File: src/rtl/serial_subtractor.sv
// serial_subtractor
//   Bit-serial WIDTH-bit subtractor, d = a - b (mod 2^WIDTH), LSB first.
//   One full-subtractor cell and a borrow flip-flop retire one bit per clock.
//   A start/done handshake allows back-to-back operations: start is also
//   accepted in the DONE cycle, giving one result every WIDTH+1 cycles.
//
// Ports
//   clk    in   system clock, rising edge
//   rst    in   asynchronous active-high reset
//   start  in   request; a/b sampled on the accepting edge
//   a, b   in   minuend / subtrahend (WIDTH bits)
//   busy   out  high while bits are being processed
//   done   out  one-cycle pulse when d/bout/zero are updated
//   d      out  difference (WIDTH bits), held until next completion
//   bout   out  borrow out of the MSB (a < b unsigned)
//   zero   out  d == 0
//   ovf    out  signed overflow; present only with SERIAL_SUB_OVF_FLAG_EN
//
// Optional build macro: SERIAL_SUB_OVF_FLAG_EN adds the ovf output.

module serial_subtractor #(
    parameter int WIDTH = 4,
    parameter int CNT_W = $clog2(WIDTH + 1)
) (
    input  logic             clk,
    input  logic             rst,
    input  logic             start,
    input  logic [WIDTH-1:0] a,
    input  logic [WIDTH-1:0] b,
    output logic             busy,
    output logic             done,
    output logic [WIDTH-1:0] d,
    output logic             bout,
    output logic             zero
`ifdef SERIAL_SUB_OVF_FLAG_EN
    ,
    output logic             ovf
`endif
);

    typedef enum logic [1:0] {
        IDLE = 2'd0,
        RUN  = 2'd1,
        DONE = 2'd2
    } state_t;

    localparam logic [CNT_W-1:0] LAST = CNT_W'(WIDTH - 1);

    state_t           state;
    logic [WIDTH-1:0] sa;
    logic [WIDTH-1:0] sb;
    logic [WIDTH-1:0] res;
    logic             br;
    logic [CNT_W-1:0] cnt;

    logic             diff_bit;
    logic             br_nxt;
    logic [WIDTH-1:0] res_nxt;

`ifdef SERIAL_SUB_OVF_FLAG_EN
    // Operand sign bits are kept aside because sa/sb are shifted away.
    logic             a_msb;
    logic             b_msb;
`endif

    // Full-subtractor cell on the current LSBs.
    always_comb begin
        diff_bit = sa[0] ^ sb[0] ^ br;
        br_nxt   = (~sa[0] & sb[0]) | (~(sa[0] ^ sb[0]) & br);
        res_nxt  = {diff_bit, res[WIDTH-1:1]};
    end

    always_ff @(posedge clk or posedge rst) begin
        if (rst) begin
            state <= IDLE;
            sa    <= '0;
            sb    <= '0;
            res   <= '0;
            br    <= 1'b0;
            cnt   <= '0;
            busy  <= 1'b0;
            done  <= 1'b0;
            d     <= '0;
            bout  <= 1'b0;
            zero  <= 1'b0;
`ifdef SERIAL_SUB_OVF_FLAG_EN
            a_msb <= 1'b0;
            b_msb <= 1'b0;
            ovf   <= 1'b0;
`endif
        end else begin
            case (state)
                RUN: begin
                    sa  <= sa >> 1;
                    sb  <= sb >> 1;
                    br  <= br_nxt;
                    res <= res_nxt;
                    cnt <= cnt + CNT_W'(1);
                    if (cnt == LAST) begin
                        state <= DONE;
                        busy  <= 1'b0;
                        done  <= 1'b1;
                        d     <= res_nxt;
                        bout  <= br_nxt;
                        zero  <= (res_nxt == '0);
`ifdef SERIAL_SUB_OVF_FLAG_EN
                        ovf   <= (a_msb != b_msb) && (res_nxt[WIDTH-1] != a_msb);
`endif
                    end
                end
                IDLE, DONE: begin
                    // DONE accepts start exactly like IDLE, so no idle bubble.
                    done <= 1'b0;
                    if (start) begin
                        state <= RUN;
                        busy  <= 1'b1;
                        sa    <= a;
                        sb    <= b;
                        res   <= '0;
                        br    <= 1'b0;
                        cnt   <= '0;
`ifdef SERIAL_SUB_OVF_FLAG_EN
                        a_msb <= a[WIDTH-1];
                        b_msb <= b[WIDTH-1];
`endif
                    end else begin
                        state <= IDLE;
                    end
                end
                default: begin
                    state <= IDLE;
                    busy  <= 1'b0;
                    done  <= 1'b0;
                end
            endcase
        end
    end

endmodule

File: config.mk
export PLATFORM = sky130hd
export DESIGN_NAME = serial_subtractor
export DESIGN_NICKNAME = d
export VERILOG_FILES = /design/src/rtl/serial_subtractor.sv
export SDC_FILE = /design/constraint.sdc
export NUM_CORES = 1
export LEC_CHECK = 0
export ABC_AREA = 1
export CAP_MARGIN = 20
export CELL_PAD_IN_SITES_DETAIL_PLACEMENT = 1
export CELL_PAD_IN_SITES_GLOBAL_PLACEMENT = 2
export CORE_ASPECT_RATIO = 0.6
export CORE_MARGIN = 1
export CORE_UTILIZATION = 25
export CTS_BUF_LIST = sky130_fd_sc_hd__clkbuf_8
export CTS_CLUSTER_DIAMETER = 150
export DETAILED_ROUTE_END_ITERATION = 8
export PLACE_DENSITY = 0.63
export SLEW_MARGIN = 0
export SYNTH_ARGS = -nofsm -noshare
export SYNTH_HDL_FRONTEND = slang
export SYNTH_SLANG_ARGS = --single-unit
File: constraint.sdc
create_clock -name clk -period 1.7 [get_ports clk]
set_input_delay 0.51 -clock clk [delete_from_list [all_inputs] [get_ports clk]]
set_output_delay 0.51 -clock clk [all_outputs]
set_load 0.01 [all_outputs]
### Word-level counts from Yosys, hierarchy flattened

Cells that the tools add are included.

* word-level logic and storage cells: 49
* output and inout bits: 8
* register bits after elaboration: 26
* input port bits: 11

* reduce and logical (&&, ||, !) cells: 7
* equality and inequality tests: 5
* bitwise gates (word level): 7
* $add $sub $neg: 1
* mux-type cells: 18

Operators with widths (count)
* $pmux 4 s2: 3
* $mux 4: 3
* $mux 1: 6
* $pmux 3 s2: 1
* $reduce_and 2->1: 3
* $logic_not 4->1: 1
* $ne 2x2->1 const B: 2
* $pmux 1 s2: 2
* $pmux 2 s2: 1
* $add 3x1->3 const B: 1
* $eq 3x2->1 const B: 1
* $mux 3: 1
* $and 1x1->1: 2
* $eq 2x1->1 const B: 1
* $eq 2x2->1 const B: 1
* $logic_not 2->1: 1
* $mux 2: 1
* $not 1->1: 2
* $reduce_bool 2->1: 1
* $reduce_or 2->1: 1
* $xor 1x1->1: 2
* $or 1x1->1: 1

### Depth between registers and ports, before layout

* depth after elaboration: 5
* mapped depth: 6
* depth with buffers taken out: 6

### Least setup slack after synthesis

No wires, ideal clock.

* kind: register to register
* start: register sa[0]
* end: register zero
* arrival time: 1.135 ns
* period minus slack after synthesis: 1.218 ns
* setup time: 0.083 ns
* path slack: 0.482 ns
* path buffers: 0
* cell stages (with the launch flop): 5
* data required time: 1.617 ns
* path through: dfrtp_1 fa_1 nor2_1 nand2_1 o21ai_0

* longest elaborated chain between the ends: 3

Ends and longest elaborated chain
* start: declaration: line 50 `logic [WIDTH-1:0] sa;`
* start signal: assignment: line 94 `sa <= sa >> 1;`
* $xor 1x1->1 (2 in a row): line 68 `diff_bit = sa[0] ^ sb[0] ^ br;`
* net diff_bit: line 56 `logic diff_bit;`
* $logic_not 4->1: line 105 `zero <= (res_nxt == '0);`
* end signal: assignment: line 105
* end: declaration: line 34 `output logic zero`

The timed path passes the listed nets, and every way through them passes these cells.
A chain may end at the register's enable or synchronous reset.

### Worst setup path after layout

* start: register busy
* end: output busy

RTL lines
* start: declaration: line 30 `output logic busy,`
* start signal: assignment: line 81 `busy <= 1'b0;`
* start signal: assignment: line 101 `busy <= 1'b0;`
* start signal: assignment: line 116 `busy <= 1'b1;`

No word-level cell between the ends.

==> results.toml <==
[yosys]
netlist_instances = 131
postSynthNetCount = 145
ys_seq_area_frac = 0.5405
yosysWarnings = 0
synth_seq_cells = 24
synth.distinct_cells = 15
syn-mean-instance-area_um2 = 8.481
syn_area_um2 = 1111

[clock_tree]
post_cts_buffers = 0
cts-buffers-inserted = 3
cts_max_level = 1
hold_buffers = 0
cts_buffer_depth = 2
cts_root_buffer = "clkbuf_8"
clkTransAtPathRegs_ps = 90
worstSkewPairLatency_ps = 270
cts.sinks = 24
cts_tree = "built"

[floorplanning]
die_area_um2 = 4724
fp.coreArea_um2 = 4189
io_pins = 19
start_util = 0.2652
fp.dieW_um = 88.07
die_h_um = 53.64
rows = 18

[setup_path]
cp-startpoint = "busy"
crit_path_end = "busy"
critPathMaxStageDelay_ps = 530
path_cells = "clkdlybuf4s50_1"
critPathLaunchType = "register"
reg2reg_depth = 6
r2r_end = "d[1]"
crit_fanout = 2
critPathSlowestCell = "clkdlybuf4s50_1"
r2r_start = "cnt[0]"
crit_buf_inv = 1
required_ps = 1190
crit_cells = 1
worstSetupPathType = "reg -> out"
endpoint_kind = "output pin"
rrSetupSlack_ps = 350
arrival_ps = 1130
path_delay_family = "buffers and inverters"

[global_routing]
grt_pass1_wl_mm = 4.250
grt_overflow_total = 0
gr-usage-all-layers = 0.1216
grt_pass1_vias = 871
grt_antenna_before_repair = 0
grt_max_degree = 25

[placed_design]
io_buffers = 18
dp_hpwl_mm = 1.824
dp_slack_ps = 24.56
gp_congestion = 0.7359
place_area_um2 = 1343

[layout]
diodes = 0
finalNetCount = 166
final_layout_size_suffix_gt1_frac = 0.06667
final_cell_area_um2 = 1398
multi_input_area_um2 = 434.2
fill_cells = 519
syn2layout_area_growth_pct = 25.79
seq_area_um2 = 600.6

[routing]
first_pass_iters = 4
ant_nets = 0
drc_errors = 0
wl_per_cell_um = 11.91
vias = 881
initialDrtViolationCount = 37
routed_wl_mm = 2.502
routed_via_density = 4.195

[run]
cap_violations = 0

[sta]
timing.hold.ws_ps = 477.0
period_minus_slack_ps = 1642
slew_headroom = 0.7658
maxSlewViolCount = 0
worst_slew_pin_slew_ps = 350.1
finalHoldViolCount = 0
finalSetupTns_ps = 0
period_share = 0.9656
finClkSkew_ps = 11.75
fmax_mhz = 609.2
setup_viol = 0
rsz0062_at_grt = "no"
finalWorstSetupSlack_ps = 58.44

[worst_hold_path]
hold_path_depth = 2
min_path_type = "reg -> reg"

[pwr]
vdd.ir_drop.worst_uv = 496.7
p_leak_nw = 0.7941
p_per_area_nw_per_um2 = 1732

[outcome]
status = "complete, no violations"
registers in the layout, summed over array words and instances (netlist names):
register	count
state	1
d	4
res	3
cnt	3
sa	4
sb	4
bout	1
br	1
done	1
zero	1
busy	1
synth_stat cells, drive strengths merged:
cell,instances,area (µm²)
nand2,63,249.0
dfrtp,24,600.6
nand3,16,85.08
inv,10,37.54
o21ai,5,25.02
buf,4,38.78
nor2,3,11.26
or2,3,18.77
ha,2,25.02
fa,1,20.02
area by class of cell:
class / instances / area share
multi-input cells: 93 / 0.3107
clock buffers: 3 / 0.02954
flip-flops and latches: 24 / 0.4297
repair buffers: 20 / 0.1495
inverters: 10 / 0.02686
well taps: 60 / 0.05372
per-stage QoR:
stage | utilization | std cells | power (mW)
2_1_floorplan | - | 131 | 1.765
3_3_place_gp | 0.3205 | 207 | 2.119
3_5_place_dp | 0.3205 | 207 | 2.148
4_1_cts | 0.3300 | 210 | 2.497
5_1_grt | 0.3336 | 210 | 2.689
6_report | 0.3336 | 210 | 2.421
placed cells by master (no fill, tap or decap):
master and count:
dlygate4sd2_1 1, clkdlybuf4s50_1 11, or2_0 2, ha_1 2, or2_2 1, nand2_4 1, fa_1 1, nand2_2 2
clkbuf_8 3, nor2_1 3, nand3_1 15, inv_1 10, dfrtp_1 24, nand2_1 60, dlymetal6s2s_1 6, o21ai_0 5
nand3_2 1, buf_4 2
how the worst min path moves through the flow:
stage          startpoint    to  slack, ps
5_1_grt              d[2]  d[2]        510
2_1_floorplan      res[1]  d[0]        460
6_report             d[0]  d[0]        480
4_1_cts              d[0]  d[0]        490
3_5_place_dp         d[0]  d[0]        470
3_3_place_gp         d[1]  d[1]        470
per-layer routing:
metal	vias up	part of all wire	GRT usage
met3	2	0.028	0.04141
met4	0	0.0084	0.01613
met1	424	0.55	0.1775
met5	-	0	0
li1	445	-	-
met2	10	0.42	0.1770
cell families after synthesis:
group | share of synthesized area
fa+ha+maj | 0.04054
compound gates | 0.02252
simple gates | 0.3277
flops | 0.5405
buf+inv | 0.06869
where the power goes:
| part | total (mW) | internal, mW | switching [mW] |
|---|---|---|---|
| combinational | 1.12 | 0.446 | 0.677 |
| sequential | 0.965 | 0.822 | 0.142 |
| clock | 0.334 | 0.158 | 0.176 |
| total | 2.42 | 1.43 | 0.995 |
what timing repair did:
item / CTS / global route
resized for setup: 1 / 6
pin swaps: 0 / 0
setup endpoints to repair: 1 / 6
endpoints found under the hold margin: 0 / 0
No activity file was read; power rests on OpenSTA's default activity.
